File: config.mk
export PLATFORM = sky130hd
export DESIGN_NAME = dsp_seq_controller
export DESIGN_NICKNAME = d
export VERILOG_FILES = /design/src/rtl/dsp_seq_controller_pkg.sv /design/src/rtl/dsp_seq_controller_prog_mem.sv /design/src/rtl/dsp_seq_controller.sv
export SDC_FILE = /design/constraint.sdc
export NUM_CORES = 1
export LEC_CHECK = 0
export BUFFER_PORTS_ARGS = -buffer_cell sky130_fd_sc_hd__buf_2
export CORE_ASPECT_RATIO = 0.75
export CORE_UTILIZATION = 55
export CTS_BUF_LIST = sky130_fd_sc_hd__clkbuf_4 sky130_fd_sc_hd__clkbuf_8
export CTS_CLUSTER_SIZE = 20
export DETAILED_ROUTE_END_ITERATION = 6
export PLACE_DENSITY_LB_ADDON = 0.15
export RECOVER_POWER = 50
export SLEW_MARGIN = 5
export SYNTH_ARGS = -nofsm -noshare
export SYNTH_HDL_FRONTEND = slang
export SYNTH_HIERARCHICAL = 1
export SYNTH_SLANG_ARGS = --single-unit
File: constraint.sdc
create_clock -name clk_i -period 4.2 [get_ports clk_i]
set_input_delay 1.05 -clock clk_i [delete_from_list [all_inputs] [get_ports clk_i]]
set_output_delay 1.05 -clock clk_i [all_outputs]
set_load 0.01 [all_outputs]
File: src/rtl/dsp_seq_controller_pkg.sv
// Shared definitions for the DSP sequencer: DSP mode field widths, the repeat field width,
// the FSM state encoding and the instruction-word width helper.
package dsp_seq_controller_pkg;

  localparam int ALUMODE_WIDTH = 4;
  localparam int OPMODE_WIDTH  = 7;
  localparam int INMODE_WIDTH  = 5;
  localparam int REP_WIDTH     = 4;

  typedef enum logic [2:0] {
    ST_IDLE    = 3'd0,
    ST_FETCH   = 3'd1,
    ST_DECODE  = 3'd2,
    ST_EXECUTE = 3'd3,
    ST_DONE    = 3'd4
  } state_t;

  // Instruction layout, LSB first: bram0_r_addr, bram1_r_addr, bram1_w_addr, inmode, opmode, alumode, exec.
  function automatic int ctrl_width(input int addr_width);
    return 1 + ALUMODE_WIDTH + OPMODE_WIDTH + INMODE_WIDTH + 3 * addr_width;
  endfunction

endpackage

File: src/rtl/dsp_seq_controller_prog_mem.sv
// Program buffer: DEPTH x WIDTH register file, one write port, registered read port.
// The read register is the instruction register of the sequencer, so a fetch takes one cycle.
module seq_prog_mem #(
  parameter int DEPTH = 8,
  parameter int WIDTH = 36
) (
  input  logic                     clk_i,
  input  logic                     rst_ni,
  input  logic                     we_i,
  input  logic [$clog2(DEPTH)-1:0] waddr_i,
  input  logic [WIDTH-1:0]         wdata_i,
  input  logic                     re_i,
  input  logic [$clog2(DEPTH)-1:0] raddr_i,
  output logic [WIDTH-1:0]         rdata_o
);

  logic [WIDTH-1:0] r_mem [DEPTH];
  logic [WIDTH-1:0] r_rdata;

  always_ff @(posedge clk_i) begin
    if (we_i) r_mem[waddr_i] <= wdata_i;
  end

  always_ff @(posedge clk_i or negedge rst_ni) begin
    if (!rst_ni)   r_rdata <= '0;
    else if (re_i) r_rdata <= r_mem[raddr_i];
  end

  assign rdata_o = r_rdata;

endmodule

File: src/rtl/dsp_seq_controller.sv
// Program sequencer for the DSP48 + BRAM datapath: runs up to PROG_DEPTH instructions with repeat counts.
// Optional abort input and early return to IDLE are enabled by defining SEQ_ABORT_EN.
module dsp_seq_controller
  import dsp_seq_controller_pkg::*;
#(
  parameter int ADDR_WIDTH  = 5,
  parameter int PROG_DEPTH  = 8,
  parameter int EXEC_CYCLES = 11
) (
  input  logic                                       clk_i,
  input  logic                                       rst_ni,
  input  logic                                       start_i,
`ifdef SEQ_ABORT_EN
  input  logic                                       abort_i,
`endif
  input  logic                                       prog_we_i,
  input  logic [$clog2(PROG_DEPTH)-1:0]              prog_addr_i,
  input  logic [ctrl_width(ADDR_WIDTH)+REP_WIDTH-1:0] prog_data_i,
  input  logic [$clog2(PROG_DEPTH):0]                prog_len_i,
  output logic                                       busy_o,
  output logic                                       valid_o,
  output logic [$clog2(PROG_DEPTH)-1:0]              pc_o,
  output logic                                       bram1_web_o,
  output logic                                       bram1_reb_o,
  output logic                                       bram0_reb_o,
  output logic [ALUMODE_WIDTH-1:0]                   alumode_o,
  output logic [OPMODE_WIDTH-1:0]                    opmode_o,
  output logic [INMODE_WIDTH-1:0]                    inmode_o,
  output logic [ADDR_WIDTH-1:0]                      bram1_w_addr_o,
  output logic [ADDR_WIDTH-1:0]                      bram1_r_addr_o,
  output logic [ADDR_WIDTH-1:0]                      bram0_r_addr_o
);

  localparam int PC_W    = $clog2(PROG_DEPTH);
  localparam int LEN_W   = PC_W + 1;
  localparam int I_WIDTH = ctrl_width(ADDR_WIDTH);
  localparam int D_W     = I_WIDTH + REP_WIDTH;
  localparam int EC_W    = $clog2(EXEC_CYCLES);

  localparam int B0R_LSB  = 0;
  localparam int B1R_LSB  = ADDR_WIDTH;
  localparam int B1W_LSB  = 2 * ADDR_WIDTH;
  localparam int IN_LSB   = 3 * ADDR_WIDTH;
  localparam int OP_LSB   = IN_LSB + INMODE_WIDTH;
  localparam int ALU_LSB  = OP_LSB + OPMODE_WIDTH;
  localparam int EXEC_BIT = ALU_LSB + ALUMODE_WIDTH;
  localparam int REP_LSB  = I_WIDTH;

  localparam logic [EC_W-1:0]  EC_LAST = EC_W'(EXEC_CYCLES - 1);
  localparam logic [LEN_W-1:0] LEN_MAX = LEN_W'(PROG_DEPTH);

  state_t                   r_state, w_state_nxt;
  logic [D_W-1:0]           w_ir;
  logic [REP_WIDTH-1:0]     r_rep;
  logic [EC_W-1:0]          r_ec;
  logic [PC_W-1:0]          r_pc;
  logic [LEN_W-1:0]         r_len;
  logic [LEN_W-1:0]         w_len_clip;
  logic                     w_ec_last, w_pc_last, w_busy, w_valid, w_abort;
  logic                     w_mem_we, w_fetch;

  logic                     r_bram1_web, r_bram1_reb, r_bram0_reb;
  logic [ALUMODE_WIDTH-1:0] r_alumode;
  logic [OPMODE_WIDTH-1:0]  r_opmode;
  logic [INMODE_WIDTH-1:0]  r_inmode;
  logic [ADDR_WIDTH-1:0]    r_bram1_w_addr, r_bram1_r_addr, r_bram0_r_addr;

  assign w_len_clip = (prog_len_i > LEN_MAX) ? LEN_MAX : prog_len_i;
  assign w_ec_last  = (r_ec == EC_LAST);
  assign w_pc_last  = ({1'b0, r_pc} == (r_len - LEN_W'(1)));
  assign w_mem_we   = prog_we_i & ~w_busy;
  assign w_fetch    = (r_state == ST_FETCH);

`ifdef SEQ_ABORT_EN
  assign w_abort = abort_i & w_busy;
`else
  assign w_abort = 1'b0;
`endif

  seq_prog_mem #(
    .DEPTH (PROG_DEPTH),
    .WIDTH (D_W)
  ) u_prog_mem (
    .clk_i   (clk_i),
    .rst_ni  (rst_ni),
    .we_i    (w_mem_we),
    .waddr_i (prog_addr_i),
    .wdata_i (prog_data_i),
    .re_i    (w_fetch),
    .raddr_i (r_pc),
    .rdata_o (w_ir)
  );

  always_ff @(posedge clk_i or negedge rst_ni) begin
    if (!rst_ni) r_state <= ST_IDLE;
    else         r_state <= w_state_nxt;
  end

  always_comb begin
    w_state_nxt = r_state;
    unique case (r_state)
      ST_IDLE:    if (start_i) w_state_nxt = (w_len_clip == '0) ? ST_DONE : ST_FETCH;
      ST_FETCH:   w_state_nxt = ST_DECODE;
      ST_DECODE:  w_state_nxt = ST_EXECUTE;
      ST_EXECUTE: if (w_ec_last && r_rep == '0) w_state_nxt = w_pc_last ? ST_DONE : ST_FETCH;
      ST_DONE:    if (!start_i) w_state_nxt = ST_IDLE;
      default:    w_state_nxt = ST_IDLE;
    endcase
    // Abort outranks normal completion of the final EXECUTE cycle.
    if (w_abort) w_state_nxt = ST_IDLE;
  end

  always_comb begin
    w_busy  = 1'b1;
    w_valid = 1'b0;
    unique case (r_state)
      ST_IDLE: w_busy = 1'b0;
      ST_DONE: begin
        w_busy  = 1'b0;
        w_valid = 1'b1;
      end
      default: w_busy = 1'b1;
    endcase
  end

  always_ff @(posedge clk_i or negedge rst_ni) begin
    if (!rst_ni) begin
      r_pc           <= '0;
      r_ec           <= '0;
      r_rep          <= '0;
      r_len          <= '0;
      r_bram1_web    <= 1'b0;
      r_bram1_reb    <= 1'b0;
      r_bram0_reb    <= 1'b0;
      r_alumode      <= '0;
      r_opmode       <= '0;
      r_inmode       <= '0;
      r_bram1_w_addr <= '0;
      r_bram1_r_addr <= '0;
      r_bram0_r_addr <= '0;
    end else begin
      unique case (r_state)
        ST_IDLE: begin
          r_pc <= '0;
          r_ec <= '0;
          if (start_i) r_len <= w_len_clip;
        end
        ST_DECODE: begin
          r_bram1_web    <= w_ir[EXEC_BIT];
          r_bram1_reb    <= w_ir[EXEC_BIT];
          r_bram0_reb    <= w_ir[EXEC_BIT];
          r_alumode      <= w_ir[ALU_LSB +: ALUMODE_WIDTH];
          r_opmode       <= w_ir[OP_LSB +: OPMODE_WIDTH];
          r_inmode       <= w_ir[IN_LSB +: INMODE_WIDTH];
          r_bram1_w_addr <= w_ir[B1W_LSB +: ADDR_WIDTH];
          r_bram1_r_addr <= w_ir[B1R_LSB +: ADDR_WIDTH];
          r_bram0_r_addr <= w_ir[B0R_LSB +: ADDR_WIDTH];
          r_rep          <= w_ir[REP_LSB +: REP_WIDTH];
          r_ec           <= '0;
        end
        ST_EXECUTE: begin
          if (w_ec_last) begin
            if (r_rep != '0) begin
              // Next repetition: step all addresses and re-arm the one-cycle write pulse.
              r_rep          <= r_rep - REP_WIDTH'(1);
              r_bram1_w_addr <= r_bram1_w_addr + ADDR_WIDTH'(1);
              r_bram1_r_addr <= r_bram1_r_addr + ADDR_WIDTH'(1);
              r_bram0_r_addr <= r_bram0_r_addr + ADDR_WIDTH'(1);
              r_bram1_web    <= w_ir[EXEC_BIT];
              r_ec           <= '0;
            end else begin
              r_bram1_web <= 1'b0;
              if (!w_pc_last) r_pc <= r_pc + PC_W'(1);
            end
          end else begin
            r_ec        <= r_ec + EC_W'(1);
            r_bram1_web <= 1'b0;
          end
        end
        default: ;
      endcase
      if (w_abort) r_bram1_web <= 1'b0;
    end
  end

  assign busy_o         = w_busy;
  assign valid_o        = w_valid;
  assign pc_o           = r_pc;
  assign bram1_web_o    = r_bram1_web;
  assign bram1_reb_o    = r_bram1_reb;
  assign bram0_reb_o    = r_bram0_reb;
  assign alumode_o      = r_alumode;
  assign opmode_o       = r_opmode;
  assign inmode_o       = r_inmode;
  assign bram1_w_addr_o = r_bram1_w_addr;
  assign bram1_r_addr_o = r_bram1_r_addr;
  assign bram0_r_addr_o = r_bram0_r_addr;

endmodule

Word level (Yosys, flattened, before mapping) --
Memories as Yosys holds them, arrays and structs flattened. A register that Yosys moved wholly into a read port is not among the register bits. Cells that the tools add are included.
Word-level totals: flip-flop bits (word level) 51, bits in writable memories 288, bits of input ports 47, output and inout port bits 39, word-level logic and storage cells 86, memories kept 1
Operators by class: add/subtract/negate cells 7, order comparisons 1, equality and inequality tests 14, muxes and demuxes 33, bitwise gates (word level) 1, reduce and logical (&&, ||, !) cells 16
Memories:
- u_prog_mem.r_mem | depth 8, bits a word 36, rd ports 1, clocked after Yosys merged registers in 1, wr ports 1, line dsp_seq_controller_prog_mem.sv:17 | logic [WIDTH-1:0] r_mem [DEPTH];
Operators with widths (number):
- 5-bit two-way mux | 6
- 5-bit one-hot mux with 2 select lines | 3
- 3-bit two-way mux | 8
- 4-bit two-way mux | 5
- 4-bit one-hot mux with 2 select lines | 2
- 5-bit by 1-bit adder with 5-bit output (second input constant) | 3
- 3-bit one-hot mux with 5 select lines | 1
- 2-bit != test (second input constant) | 7
- 4-bit zero test | 2
- 4-bit by 1-bit subtractor with 4-bit output (second input constant) | 2
- 3-bit by 2-bit equality test with 1-bit output (second input constant) | 2
- 1-bit two-way mux | 6
- 3-bit one-hot mux with 2 select lines | 1
- 3-bit AND reduction | 2
- 2-bit nonzero test | 3
- 4-bit by 1-bit adder with 4-bit output (second input constant) | 1
- 3-bit by 4-bit equality test with 1-bit output | 1
- 4-bit equality test (second input constant) | 1
- 4-bit greater-than comparator (second input constant) | 1
- 2-bit AND reduction | 2
- 4-bit AND reduction | 1
- 4-bit nonzero test | 1
- 2-bit OR reduction | 2
- 3-bit by 1-bit adder with 3-bit output (second input constant) | 1
- 8 further kinds | 8

Longest topological paths before layout --
word-level depth 6, gate-level depth with buffers 9, mapped depth without buffers 7

Hierarchy --
The synthesis kept the hierarchy.
By module, submodules not included:
- seq_prog_mem | times used 1, cells an instance 711, area each 12614.6 µm², sequential area each 9549.2 µm²
- dsp_seq_controller | times used 1, cells an instance 266, area each 2638.8 µm², sequential area each 1276.2 µm²

Least setup slack after synthesis --
No wires, ideal clock.
path type input-to-reg, start point input port prog_we_i, end point memory u_prog_mem.r_mem[0][0], enable pin, setup time 0.474 ns, arrival 3.790 ns, data required time 3.726 ns, path slack -0.064 ns, stages 3, path buffers 0, path through and3_1 nand2b_1 nor3_1
Between the ends: word-level cells in the longest chain between the ends 3
RTL lines:
- start: declaration | line dsp_seq_controller.sv:16 | input logic prog_we_i,
- 1-bit AND | line dsp_seq_controller.sv:71 | assign w_mem_we = prog_we_i & ~w_busy;
- 1-bit two-way mux | line dsp_seq_controller_prog_mem.sv:21 | if (we_i) r_mem[waddr_i] <= wdata_i;
- 1-bit two-way mux (implied by the code) | line dsp_seq_controller_prog_mem.sv:21
- end: declaration | line dsp_seq_controller_prog_mem.sv:17
No other way between the ends.

Worst setup path after layout --
start point register r_state[2], end point register r_rep[0]
Between the ends: word-level cells in the longest chain between the ends 3, elaborated cells between the ends (all ways) 7, those cells by class 4 x eq/ne; 1 x mux; 2 x reduce/logical
RTL lines:
- start: declaration | line dsp_seq_controller.sv:52 | state_t r_state, w_state_nxt;
- start signal: assignment | line dsp_seq_controller.sv:96 | else r_state <= w_state_nxt;
- 3-bit by 2-bit equality test with 1-bit output | line dsp_seq_controller.sv:142 | unique case (r_state)
- 2-bit != test (no source line) or 2-bit nonzero test (tied branches)
- 3-bit AND reduction (no source line)
- end signal: assignment | line dsp_seq_controller.sv:158 | r_rep <= w_ir[REP_LSB +: REP_WIDTH];
- end signal: assignment | line dsp_seq_controller.sv:165 | r_rep <= r_rep - REP_WIDTH'(1);
- end: declaration | line dsp_seq_controller.sv:54 | logic [REP_WIDTH-1:0] r_rep;
Several ways; a longest one is shown, not always the timed one. A chain may end at the register's enable or synchronous reset.

==> results.json <==
{
  "p_leak_nw": 6.26,
  "drcViolationCount": 0,
  "multi_input_area_mm2": 0.00408,
  "synthAdderAreaFrac": 0.00738,
  "crit_required_ns": 4.71,
  "worst-path-buf-inv": 0,
  "antenna_cells": 0,
  "start_kind": "register",
  "routed_via_density": 5.81,
  "max_freq_ghz": 0.335,
  "ios": 86,
  "cpLargestDelayFamily": "simple AND/OR/NAND/NOR gates",
  "drive_gt1_frac": 0.179,
  "die_area_mm2": 0.0284,
  "synth_top_area_share": 0.567,
  "report.final.slew_viol_count": 58,
  "fin_nets": 1134,
  "hold_viol": 0,
  "rsz0062_at_grt": "false",
  "post_cts_buffers": 0,
  "cellPowerDensity_mw_per_mm2": 617,
  "seqCellArea_mm2": 0.0108,
  "utilization": 0.629,
  "die_y_um": 146,
  "core_mm2": 0.0271,
  "violations": "max-capacitance violations, max-slew violations",
  "syn_area_per_cell_um2": 15.6,
  "netlist_area_mm2": 0.0153,
  "slowest_delay_ns": 0.84,
  "fillerInstances": 2002,
  "synth_top_cell_by_area": "edfxtp_1",
  "synth-seq-cells": 375,
  "synth-xor-area-share": 0.00230,
  "cts_made_buffers": 55,
  "synth_cell_types": 51,
  "synthCells": 977,
  "cts_root_buf": "clkbuf_8",
  "dp_hpwl_mm": 18.0,
  "grt_pass1_vias": 8477,
  "dr.pass1.iters": 5,
  "fin_crit_sh": 0.711,
  "total_power_mw": 10.5,
  "ctsHoldBuffers": 0,
  "synth_area_leaders": "edfxtp_1 (57%), dfrtp_1 (14%), mux2i_1 (7.5%)",
  "synth_nets": 1033,
  "htree_levels": 2,
  "wl_mm": 31.9,
  "gp_congestion": 0.772,
  "ant_nets": 0,
  "fp.dieW_um": 194,
  "critPathKind": "register to register",
  "cap_violations": 2,
  "grt_start_max_net_pins": 113,
  "post-route-min-period_ns": 2.98,
  "io_buffers": 85,
  "cts_resized": 0,
  "cp_slowest_cell": "nand2_1",
  "synth-edff-count": 288,
  "fp-row-count": 52,
  "grt_pass1_wl_mm": 49.4,
  "synthSimpleGateAreaFrac": 0.0765,
  "yosys.cell_count.top_type": "edfxtp_1",
  "synthMuxAreaShare": 0.0881,
  "worstMarginPinSlew_ns": 2.04,
  "drtIter0Drc": 517,
  "dr_total_vias": 8562,
  "clk_pin_slew_ns": 0.06,
  "post_drt_wl_per_cell_um": 21.7,
  "min_path_type": "register to register",
  "grt_overflow": 0,
  "instances_no_fill": 1473,
  "dp.cells": 1372,
  "yosysSeqAreaShare": 0.710,
  "tns_ns": 0,
  "synth_compound_area_frac": 0.0883,
  "start_util": 0.562,
  "synth_top_flop_cell": "edfxtp_1",
  "worstPathCellList": "and3b_1 > o21ai_1 > nand2_1 > or3_1 > o21ai_0",
  "worstPathArrival_ns": 3.49,
  "syn_to_final_growth_pct": 11.9,
  "setup_violations": 0,
  "antenna_found_initial": 0,
  "status": "finished, violations left",
  "synth.top_cells.by_count": "edfxtp_1 (288), mux2i_1 (114), dfrtp_1 (87), nor2b_1 (74), nand3_1 (48)",
  "synth_top_family_by_area": "compound AO/OA/AOI/OAI gates",
  "cts_tree": "done",
  "worst_setup_path_end_kind": "register",
  "slew_headroom": -0.358,
  "clk_latency_ns": 0.61,
  "yosys_warnings": 6,
  "path_max_fanout": 35,
  "finalClockSkew_ns": 0.0240,
  "peakVddDrop_mv": 0.316,
  "grt_use_total": 0.230,
  "async_flop_share": 0.232,
  "cts_sinks": 375,
  "clockBufferDepth": 3
}
==> layer usage <==
| metal | share of wire | GRT usage | up-vias | wire length (um) |
|---|---|---|---|---|
| met2 | 0.45 | 0.352 | 262 | 14300 |
| met3 | 0.061 | 0.0423 | 49 | 1960 |
| li1 | - | - | 3976 | - |
| met1 | 0.47 | 0.342 | 4275 | 15100 |
| met4 | 0.018 | 0.0631 | 0 | 576 |
| met5 | 0 | 0 | - | 0 |
==> final cells by class <==
cell class	instances	area share
Multi-Input combinational cell	532	0.239
Clock inverter	15	0.00484
Tap cell	351	0.0257
Clock buffer	86	0.0609
Sequential cell	375	0.635
Timing Repair Buffer	107	0.0330
Inverter	7	0.00154
==> placed cells by master (no fill, tap or decap), drive strengths merged, types with 3 or more instances in the layout <==
cell type    n
a22oi       37
edfxtp     288
a21oi       16
nor3        12
nor2        24
clkinv      13
mux2i      114
o21a         3
nand3       48
ha           9
or4          3
nand2       19
and2         6
a41o        36
nor2b       74
dfrtp       87
a211o       36
clkbuf     125
nand2b      10
o21ai       37
buf         68
inv          8
mux2        18
nor3b        5
==> cell families (layout without fill, tap and decap cells) <==
kind of cell               Yosys count  after routing
buffers and inverters               70            215
adders and majority gates            9              9
and+or+nand+nor                    211            211
muxes                              132            132
DFF                                375            375
xor gates and xnor gates             4              4
AOI/OAI and AO/OA                  176            176
==> state kept, by name (all words and copies together), names as in the netlist, 4 cells and up <==
name	count
r_len	4
bram1_w_addr_o	5
alumode_o	4
r_ec	4
bram1_r_addr_o	5
opmode_o	7
r_rep	4
u_prog_mem/r_mem	288
bram0_r_addr_o	5
inmode_o	5
u_prog_mem/rdata_o	36
==> per-stage QoR <==
| stage | worst slack (ns) | cell area, um^2 | hold WS [ns] |
|---|---|---|---|
| CTS | 1.30 | 17100 | 0.398 |
| global placement | 1.25 | 16000 | 0.475 |
| global route | 0.927 | 17100 | 0.519 |
| finish | 1.22 | 17100 | 0.497 |
| detailed placement | 1.28 | 16000 | 0.482 |
| floorplan | 0.901 | 15300 | 0.459 |
==> worst register-to-register path, cell delays in order, from the launching register on <==
cell and delay [ns]:
dfrtp_1 0.53, and3b_1 0.34, o21ai_1 0.50, nand2_1 0.84
or3_1 0.60, o21ai_0 0.09
==> report_power, final <==
part | internal [mW] | switching [mW] | leakage [nW]
Combinational | 1.19 | 1.58 | 1.99
Sequential | 4.41 | 0.424 | 3.67
Clock | 1.57 | 1.36 | 0.599
Total | 7.17 | 3.36 | 6.26
==> final timing paths <==
check | startpoint | endpoint | slack [ns] | depth (start not counted)
worst max register to register | r_state[2]$_DFFE_PN0P_ | r_rep[0]$_DFFE_PN0P_ | 1.22 | 5
min in group asynchronous | rst_ni | u_prog_mem/rdata_o[11]$_DFFE_PN0P_ | 1.03 | 1
worst min-delay path | u_prog_mem/rdata_o[10]$_DFFE_PN0P_ | bram1_w_addr_o[0]$_DFFE_PN0P_ | 0.50 | 2
max in group asynchronous | rst_ni | opmode_o[4]$_DFFE_PN0P_ | 1.44 | 2
worst min register to register | u_prog_mem/rdata_o[10]$_DFFE_PN0P_ | bram1_w_addr_o[0]$_DFFE_PN0P_ | 0.50 | 2
worst max-delay path | r_state[2]$_DFFE_PN0P_ | r_rep[0]$_DFFE_PN0P_ | 1.22 | 5
Note: power is estimated with default switching activity, not from simulation.
